===== src/rtl/systolic_tile_loader_pkg.sv =====
// Shared constants for the systolic tile loader: byte counts of the
// image tile, filter and result words, and the loader FSM state encoding.
package systolic_tile_loader_pkg;

    localparam int TILE_BYTES = 16;
    localparam int FILT_BYTES = 9;
    localparam int RES_BYTES  = 4;
    localparam int LOAD_BYTES = TILE_BYTES + FILT_BYTES;

    typedef logic [1:0] state_t;

    localparam state_t ST_LOAD  = 2'd0;
    localparam state_t ST_START = 2'd1;
    localparam state_t ST_RUN   = 2'd2;
    localparam state_t ST_DRAIN = 2'd3;

    // Result byte k of the captured result word, o00 (k=0) first.
    function automatic logic [7:0] res_byte(
        input logic [31:0] res,
        input logic [1:0]  k
    );
        logic [7:0] b;
        b = res[31:24];
        unique case (k)
            2'd0: b = res[31:24];
            2'd1: b = res[23:16];
            2'd2: b = res[15:8];
            2'd3: b = res[7:0];
        endcase
        return b;
    endfunction

endpackage


===== src/rtl/systolic_tile_loader.sv =====
// Streams a 4x4 image tile and 3x3 filter into a systolic array, resets and
// runs it for RUN_CYCLES, captures the 2x2 result and drains it bytewise.
//   clk, rst           : clock, synchronous active-high reset
//   s_valid/s_data/s_ready : upstream byte stream (25 bytes per tile)
//   img_flat, flt_flat : registered image/filter towards the array
//   sys_rst            : array reset (one START cycle, and during rst)
//   res_flat           : array results o00,o01,o10,o11
//   m_valid/m_data/m_ready : downstream result bytes, o00 first
//   busy               : high whenever the loader is not in LOAD
module systolic_tile_loader
    import systolic_tile_loader_pkg::*;
#(
    parameter int RUN_CYCLES = 12
) (
    input  logic         clk,
    input  logic         rst,
    input  logic         s_valid,
    input  logic [7:0]   s_data,
    output logic         s_ready,
    output logic [127:0] img_flat,
    output logic [71:0]  flt_flat,
    output logic         sys_rst,
    input  logic [31:0]  res_flat,
    output logic         m_valid,
    output logic [7:0]   m_data,
    input  logic         m_ready,
    output logic         busy
);

    state_t       r_state;
    logic [4:0]   r_ld_cnt;
    logic [7:0]   r_run_cnt;
    logic [1:0]   r_drn_cnt;
    logic [127:0] r_img;
    logic [71:0]  r_flt;
    logic [31:0]  r_res;

    logic w_s_fire;
    logic w_m_fire;
    logic w_last_byte;
    logic w_run_done;
    logic w_last_res;

    // s_valid is only honoured in LOAD; elsewhere it is ignored entirely.
    assign w_s_fire    = s_valid && (r_state == ST_LOAD);
    assign w_m_fire    = m_ready && (r_state == ST_DRAIN);
    assign w_last_byte = w_s_fire
                      && (r_ld_cnt == 5'(LOAD_BYTES - 1));
    assign w_run_done  = (r_state == ST_RUN)
                      && (r_run_cnt == 8'(RUN_CYCLES - 1));
    assign w_last_res  = w_m_fire
                      && (r_drn_cnt == 2'(RES_BYTES - 1));

    always_ff @(posedge clk) begin
        if (rst) begin
            r_state   <= ST_LOAD;
            r_ld_cnt  <= '0;
            r_run_cnt <= '0;
            r_drn_cnt <= '0;
            r_img     <= '0;
            r_flt     <= '0;
            r_res     <= '0;
        end else begin
            unique case (r_state)
                ST_LOAD: begin
                    if (w_s_fire) begin
                        // Byte n lands MSB-first: image bytes 0..15,
                        // then filter bytes 16..24.
                        for (int b = 0; b < TILE_BYTES; b++) begin
                            if (r_ld_cnt == 5'(b)) begin
                                r_img[(TILE_BYTES-1-b)*8 +: 8] <= s_data;
                            end
                        end
                        for (int b = 0; b < FILT_BYTES; b++) begin
                            if (r_ld_cnt == 5'(TILE_BYTES + b)) begin
                                r_flt[(FILT_BYTES-1-b)*8 +: 8] <= s_data;
                            end
                        end
                        if (w_last_byte) begin
                            r_ld_cnt <= '0;
                            r_state  <= ST_START;
                        end else begin
                            r_ld_cnt <= r_ld_cnt + 5'd1;
                        end
                    end
                end
                ST_START: begin
                    r_run_cnt <= '0;
                    r_state   <= ST_RUN;
                end
                ST_RUN: begin
                    if (w_run_done) begin
                        r_res   <= res_flat;
                        r_state <= ST_DRAIN;
                    end else begin
                        r_run_cnt <= r_run_cnt + 8'd1;
                    end
                end
                ST_DRAIN: begin
                    if (w_last_res) begin
                        r_drn_cnt <= '0;
                        r_state   <= ST_LOAD;
                    end else if (w_m_fire) begin
                        r_drn_cnt <= r_drn_cnt + 2'd1;
                    end
                end
                default: r_state <= ST_LOAD;
            endcase
        end
    end

    assign s_ready  = (r_state == ST_LOAD);
    assign busy     = (r_state != ST_LOAD);
    // The array is held in reset alongside the loader.
    assign sys_rst  = rst || (r_state == ST_START);
    assign img_flat = r_img;
    assign flt_flat = r_flt;
    assign m_valid  = (r_state == ST_DRAIN);
    assign m_data   = res_byte(r_res, r_drn_cnt);

endmodule


===== config.mk =====
export PLATFORM = sky130hd
export DESIGN_NAME = systolic_tile_loader
export DESIGN_NICKNAME = d
export VERILOG_FILES = /design/src/rtl/systolic_tile_loader_pkg.sv /design/src/rtl/systolic_tile_loader.sv
export SDC_FILE = /design/constraint.sdc
export NUM_CORES = 1
export LEC_CHECK = 0
export ABC_AREA = 1
export CAP_MARGIN = 20
export CORE_MARGIN = 3
export CORE_UTILIZATION = 50
export CTS_BUF_LIST = sky130_fd_sc_hd__clkbuf_4
export DETAILED_ROUTE_END_ITERATION = 16
export PLACE_DENSITY = 0.82
export RECOVER_POWER = 25
export SLEW_MARGIN = 25
export SYNTH_ARGS = -nofsm -noshare
export SYNTH_HDL_FRONTEND = slang
export SYNTH_SLANG_ARGS = --single-unit

===== constraint.sdc =====
create_clock -name clk -period 1.9 [get_ports clk]
set_input_delay 0.285 -clock clk [delete_from_list [all_inputs] [get_ports clk]]
set_output_delay 0.285 -clock clk [all_outputs]
set_load 0.01 [all_outputs]

==> qor.csv, run 1 <==
metric,value,unit
status,"finished, violations left",
violations,negative setup slack,
async_flop_share,0,%
finClkSkew,34.75,ps
clk-insertion-delay-late,680,ps
ys_seq_area_share,52.46,%
worstMarginPinSlew,467.1,ps
die_h,143.9,um
area_growth,43.79,%
min_path_type,in2reg,
grt_pass1_wl,46770,um
cp_max_fo,8,
drc,0,
grt-ovfl-total,0,
startpoint_type,flop,
vias_per_cell,5.230,
slew-limit-headroom,68.53,%
hold_violations,0,
drt_wl_total,30200,um
num_io_pins,256,
mostFrequentLayoutCell,nor2_1,
totalPowerFinal,11.76,mW
clk_pin_slew,60,ps
rsz0062_at_grt,true,
grt_pass1_vias,9145,
synth_area,0.009502,mm^2
final_cell_mix,"nor2_1, dfxtp_1, o21ai_0, clkbuf_4, dlymetal6s2s_1",
ctsHoldBuffers,0,
fin_util,74.53,%
track_usage,28.15,%
avgSynthCellArea,7.694,um^2
dp.cells,1700,
start_util,51.83,%
fill_cells,1384,
slew_violations,0,
fin_cells,1808,
cts-buffers-inserted,61,
r2r_slack,120,ps
regArea,0.005000,mm^2
clock-sinks,249,
ant_nets,0,
synth.distinct_cells,32,
grt_antenna_before_repair,0,
max_freq,469.2,MHz
place_congestion,0.9199,
drive_gt1_share,14.06,%
htreeDepth,2,
ys_ff_latch,249,
syn-instance-count,1235,
grt_max_degree,62,
dieWidth,143.9,um
power_density,860.9,mW/mm^2
final.period_utilization,112.2,%
syn-num-nets,1294,
period_needed,2131,ps
setup_viol,8,
cap_violations,0,
ir_drop,0.5069,mV
fin_nets,1598,
antenna_cells,0,
numPortBuffers,255,
worstPathArrival,1850,ps
die_area,0.02069,mm^2
critical_path_class,reg2out,
clockBufferDepth,3,
setup_slack,-231.4,ps
core,0.01833,mm^2
cts_tree,built,
dp_hpwl,19660,um
synth-edff-count,0,
multi_input_area,0.004143,mm^2
cts_root_buf,clkbuf_4,
yosys_warnings,0,
whs,260.8,ps
wl_per_cell,16.70,um
cp_data_required_time,1620,ps
drt_iter0_markers,429,
num_vias,9455,
power.leakage,7.491,nW
row_count,49,
cp-end-kind,output port,
dr.pass1.iters,5,
ys.flop_type,dfxtp_1,
## critical path: stages, from the launching register on
cell and delay [ps]:
dfxtp_4 370, inv_6 70, ha_4 180, buf_12 140, a21oi_2 40, a32oi_2 210, buf_2 170
## stage by stage
stage	TNS, ps	area [um^2]	setup WS [ps]
after detailed placement	-1285	12630	-155.3
after global placement	-12.54	12630	-8.982
after global routing	-2380	13660	-321.3
final	-1580	13660	-231.4
after floorplan	0	9502	205.2
after CTS	-2068	13440	-270.1
## routing by layer
metal | global-route usage (%) | vias to the layer above | part of all wire [%]
li1 | - | 4616 | -
met1 | 34.00 | 4354 | 40
met2 | 46.42 | 418 | 48
met3 | 9.850 | 67 | 9.6
met4 | 10.46 | 0 | 3.0
met5 | 0 | - | 0
## registers in the layout, indices dropped and copies added, names as in the netlist
register and flops:
img_flat 128, flt_flat 72, r_res 32, r_run_cnt 8, r_ld_cnt 5, r_drn_cnt 2, r_state 2
## cell usage after synthesis (2+ instances only)
library cell	n	area share [%]
nand2_4	2	0.24
buf_1	3	0.12
nor2_4	13	1.5
a32oi_1	8	0.74
dfxtp_1	249	52
nand3_1	26	1.4
inv_1	44	1.7
a211oi_1	2	0.16
nor3_4	4	0.68
clkbuf_1	43	1.7
xor2_1	2	0.18
nand2_1	48	1.9
o21ai_0	230	12
buf_2	12	0.63
ha_1	15	2.0
nand3_2	2	0.21
nor2_1	454	18
o21bai_1	2	0.16
inv_2	24	0.95
nor3_1	2	0.11
a21oi_1	36	1.9
nand4_1	4	0.26
## report_power, final
| group | internal (mW) | leakage [nW] | switching, mW | total, mW |
|---|---|---|---|---|
| clock | 2.18 | 0.439 | 2.10 | 4.28 |
| combinational | 0.814 | 5.04 | 1.18 | 1.99 |
| sequential | 5.38 | 2.01 | 0.107 | 5.49 |
| total | 8.38 | 7.49 | 3.39 | 11.8 |
## final timing paths
kind / startpoint / end / cells past startpoint
worst max-delay path: r_drn_cnt[0] / m_data[6] / 6
worst min-delay path: res_flat[9] / r_res[9] / 3
worst max register to register: r_state[1] / flt_flat[15] / 9
worst min register to register: img_flat[4] / img_flat[4] / 2
## repair_timing
action,4_1_cts,5_1_grt
setup endpoints to repair,101,104
cloned,1,0
pin swaps,8,8
setup buffers,5,1
gates resized for setup,166,97
## logic make-up (layout without fill, tap and decap cells)
family / Yosys count / in the layout / share of synthesized area [%]
XOR/XNOR: 2 / 2 / 0.1844
buffers and inverters: 128 / 472 / 5.254
flip-flops: 249 / 249 / 52.46
AND/OR/NAND/NOR: 559 / 559 / 24.77
AO/OA/AOI/OAI: 282 / 282 / 15.35
adder cells (fa/ha/maj): 15 / 15 / 1.975
## layout make-up
| type | count | share of cell area [%] |
|---|---|---|
| inverter | 69 | 2.061 |
| timing repair buffer | 300 | 23.54 |
| clock buffer | 85 | 4.671 |
| tap | 229 | 2.097 |
| sequential | 249 | 36.60 |
| multi-input combinational | 858 | 30.32 |
| clock inverter | 18 | 0.7143 |
Power figures use the tool's default switching activity.
==> inputs of run 2 (changes only) <==
--- a/config.mk
+++ b/config.mk
@@ -8,10 +8,10 @@
 export ABC_AREA = 1
 export CAP_MARGIN = 20
 export CORE_MARGIN = 3
-export CORE_UTILIZATION = 50
+export CORE_UTILIZATION = 24
 export CTS_BUF_LIST = sky130_fd_sc_hd__clkbuf_4
 export DETAILED_ROUTE_END_ITERATION = 16
-export PLACE_DENSITY = 0.82
+export DONT_BUFFER_PORTS = 1
 export RECOVER_POWER = 25
 export SLEW_MARGIN = 25
 export SYNTH_ARGS = -nofsm -noshare
==> run 2 against run 1 <==
  * The run still ends with negative setup slack left
  * Design area down 12%
  * Critical path depth shrank 1
  * Cell count is 5.7% higher
  * Clock power is 14% higher
  * Worst hold slack got worse by 170 ps
  * Via count is 7.9% lower
  * Sequential power is 2% higher
  * Setup slack got worse by 21 ps
  * Register-to-register slack better by 50 ps
  * First-iteration DRC count increased by 53%
==> qor.csv, run 2 (same netlist as run 1, synthesis figures left out) <==
metric,value,unit
slew-limit-headroom,37.99,%
ir_drop,0.5738,mV
cts_tree,built,
max_freq,464.6,MHz
track_usage,15.78,%
dieWidth,205.0,um
core,0.03892,mm^2
cp-end-kind,output port,
grt_pass1_vias,8474,
die_h,205.0,um
start_util,24.41,%
htreeDepth,3,
drive_gt1_share,17.51,%
setup_slack,-252.4,ps
largest_reg_flops,128,
power_density,1009,mW/mm^2
clk-insertion-delay-late,700,ps
p_switching,3.573,mW
fin_cells,1911,
grt_antenna_before_repair,2,
numPortBuffers,0,
drt_iter0_markers,656,
cap_violations,0,
fin_util,30.90,%
hold_violations,0,
dr.pass1.iters,5,
slew_violations,0,
power.internal,8.556,mW
fin_nets,1397,
setup_viol,8,
startpoint_type,flop,
cts_root_buf,clkbuf_4,
design_area,0.01203,mm^2
final_cell_mix,"nor2_1, dfxtp_1, o21ai_0, clkbuf_4",
grt-ovfl-total,0,
min_path_type,in2reg,
critical_path_class,reg2out,
r2r_cells,9,
preCtsSetupSlack,38.52,ps
whs,86.93,ps
pwr-share-clk,40.4,%
swShare,29.46,%
clock-sinks,249,
period_needed,2152,ps
tns,-1848,ps
num_vias,8710,
totalPowerFinal,12.13,mW
area_growth,26.56,%
row_count,72,
worstMarginPinSlew,927.0,ps
dp_hpwl,21260,um
seq_power_share,46.0,%
dp.cells,1718,
drc,0,
comb_power_share,13.6,%
whs_path_depth,4,
worstPathArrival,1870,ps
dpl_cell_area,0.01014,mm^2
grt_pass1_wl,50800,um
cp_data_required_time,1620,ps
final.period_utilization,113.3,%
power.leakage,4.912,nW
num_io_pins,256,
grt_max_degree,77,
place_congestion,0.7851,
clk_pin_slew,70,ps
clockBufferDepth,3,
vias_per_cell,4.558,
status,"finished, violations left",
ant_nets,0,
rsz0062_at_grt,true,
cp_max_fo,6,
mostFrequentLayoutCell,nor2_1,
drt_wl_total,34060,um
finClkSkew,25.86,ps
die_area,0.04201,mm^2
violations,negative setup slack,
wl_per_cell,17.82,um
cts-buffers-inserted,73,
-- run 2: worst paths after layout --
kind	startpoint	to	slack [ps]
worst max-delay path	r_drn_cnt[1]	m_data[2]	-250
worst min-delay path	s_valid	flt_flat[40]	90
worst max register to register	r_state[0]	img_flat[122]	170
worst min register to register	r_res[30]	r_res[30]	480
-- run 2: critical path, cell delays in order (launching register included) --
cell and delay, ps:
dfxtp_4 380, inv_4 90, ha_4 180, buf_6 150, nand2_4 60, a32oi_4 300
-- run 2: timing repair --
item                                   4_1_cts  5_1_grt
endpoints found under the hold margin      247        0
gates cloned                                 0        0
setup endpoints to repair                   11       31
pin swaps                                   14        9
setup buffers                                8        4
resized for setup                           57       14
hold buffers                                51        0
-- run 2: final cells by class --
class,count,area [um^2]
clock inverters,17,66.31
clock buffers,108,810.8
inverters,69,275.3
repair buffers,87,940.9
flip-flops and latches,249,5000
diodes,5,12.51
multi-input cells,858,4272
fillers,4131,26890
well taps,518,648.1
-- run 2: layer usage --
layer | track usage (%) | share of wire [%] | vias up
met5 | 0 | 0 | -
met3 | 7.993 | 11 | 77
met2 | 24.76 | 45 | 346
met4 | 6.761 | 3.4 | 0
met1 | 18.13 | 40 | 4033
li1 | - | - | 4254
-- run 2: power by group through the flow --
stage | Sequential, mW | Combinational (mW) | Clock [mW]
after detailed placement | 5.66 | 1.24 | 0
after global routing | 5.60 | 1.83 | 5.43
after global placement | 5.66 | 1.22 | 0
after CTS | 5.57 | 1.63 | 5.12
after floorplan | 5.61 | 0.951 | 0
final | 5.58 | 1.65 | 4.90
==> inputs of run 3 (changes only) <==
--- a/config.mk
+++ b/config.mk
@@ -6,7 +6,7 @@
 export NUM_CORES = 1
 export LEC_CHECK = 0
 export ABC_AREA = 1
-export CAP_MARGIN = 20
+export CORE_ASPECT_RATIO = 0.7
 export CORE_MARGIN = 3
 export CORE_UTILIZATION = 24
 export CTS_BUF_LIST = sky130_fd_sc_hd__clkbuf_4
==> run 3 against run 2 <==
  * The flow still finishes with violations (negative setup slack)
  * Non-clock buffer count grew 10
  * Combinational power grew 8%
  * Maximum frequency is essentially flat
  * Sequential power is essentially flat
  * Flip-flop and latch count is the same
  * Clock power shrank 4.7%
  * Setup slack gained 1.0 ps
  * Core utilization is essentially flat
  * Via count grew 0.95%
  * Worst hold slack gained 4.1 ps
==> qor.csv, run 3 (same netlist as run 1, synthesis figures left out) <==
metric,value,unit
startpoint_type,flop,
drt_iter0_markers,535,
worstMarginPinSlew,759.2,ps
area_growth,26.13,%
core,0.03874,mm^2
final_cell_mix,"nor2_1, dfxtp_1, o21ai_0, clkbuf_4, nand2_1",
final.period_utilization,113.2,%
largest_reg_flops,128,
setup_viol,8,
grt_pass1_vias,8524,
cts-buffers-inserted,68,
cts_root_buf,clkbuf_4,
clock-sinks,249,
finClkSkew,37.52,ps
num_io_pins,256,
setup_slack,-251.4,ps
die_area,0.04205,mm^2
grt_antenna_before_repair,1,
die_h,172.5,um
dp_hpwl,22090,um
hold_violations,0,
fin_util,30.94,%
mostFrequentLayoutCell,nor2_1,
slew-limit-headroom,49.39,%
ir_drop,0.4640,mV
dpl_cell_area,0.01019,mm^2
cp_data_required_time,1620,ps
rsz0062_at_grt,true,
num_vias,8793,
cts_tree,built,
cp_max_fo,6,
clockBufferDepth,3,
clk-insertion-delay-late,730,ps
fin_nets,1402,
clk_pin_slew,60,ps
dr.pass1.iters,7,
start_util,24.53,%
track_usage,16.04,%
status,"finished, violations left",
row_count,60,
power_density,1003,mW/mm^2
vias_per_cell,4.606,
period_needed,2151,ps
preCtsSetupSlack,10.76,ps
violations,negative setup slack,
htreeDepth,3,
grt-ovfl-total,0,
tns,-1778,ps
place_congestion,0.8216,
cp-end-kind,output port,
min_path_type,in2reg,
ant_nets,0,
drt_wl_total,34550,um
dieWidth,243.8,um
slew_violations,0,
worstPathArrival,1870,ps
wl_per_cell,18.10,um
drive_gt1_share,17.02,%
critical_path_class,reg2out,
power.leakage,4.866,nW
grt_pass1_wl,51410,um
design_area,0.01198,mm^2
max_freq,464.8,MHz
grt_max_degree,73,
numPortBuffers,0,
cap_violations,0,
dp.cells,1730,
drc,0,
fin_cells,1909,
-- run 3: cell count changes in the layout (fill, tap and decap cells not counted), sizes merged --
cell / delta
clkbuf: -20
buf: +10
diode: -4
bufinv: +2
inv: +2
clkinv: -1
-- run 3: worst paths after layout --
path	from	to	slack, ps	depth (start not counted)
worst min-delay path	s_valid	flt_flat[66]	90	4
worst max-delay path	r_drn_cnt[0]	m_data[2]	-250	5
worst min register to register	r_res[8]	r_res[8]	490	2
worst max register to register	r_ld_cnt[1]	r_ld_cnt[3]	150	8
-- run 3: critical path: stages, from the launching register on --
cell and delay [ps]:
dfxtp_4 390, inv_6 50, ha_4 190, buf_4 150, buf_4 130, a32oi_2 250
-- run 3: cell type report --
type                            count  area [um^2]
Timing Repair Buffer               97         1026
Sequential cell                   249         4995
Antenna cell                        1        2.502
Clock buffer                       88        660.6
Inverter                           69        271.5
Tap cell                          527        659.4
Multi-Input combinational cell    858         4237
Clock inverter                     20        132.6
Fill cell                        4149        26750
-- run 3: what timing repair did --
item	4_1_cts	5_1_grt
endpoints found under the hold margin	249	1
endpoints found under the setup margin	11	43
cloned	0	0
pin swaps	8	6
buffers inserted	15	3
hold buffers	51	1
gates resized for setup	52	10
-- run 3: stage by stage --
step | power [mW] | hold WS [ps]
final | 12.02 | 91.00
after global routing | 12.70 | 68.85
after CTS | 12.22 | 18.64
after detailed placement | 6.976 | 359.6
after global placement | 6.940 | 360.5
after floorplan | 6.557 | 430.0
-- run 3: metal layers --
layer / global-route usage, % / share of wire [%] / up-vias / wire (um)
met3: 7.596 / 11 / 95 / 3839
met4: 7.147 / 3.6 / 0 / 1240
met2: 24.80 / 43 / 373 / 15010
met5: 0 / 0 / - / 0
met1: 19.07 / 42 / 4080 / 14470
li1: - / - / 4245 / -
-- run 3: report_power, final --
part	switching [mW]	internal (mW)
Sequential	0.198	5.37
Clock	2.25	2.42
Combinational	1.10	0.677
Total	3.55	8.47
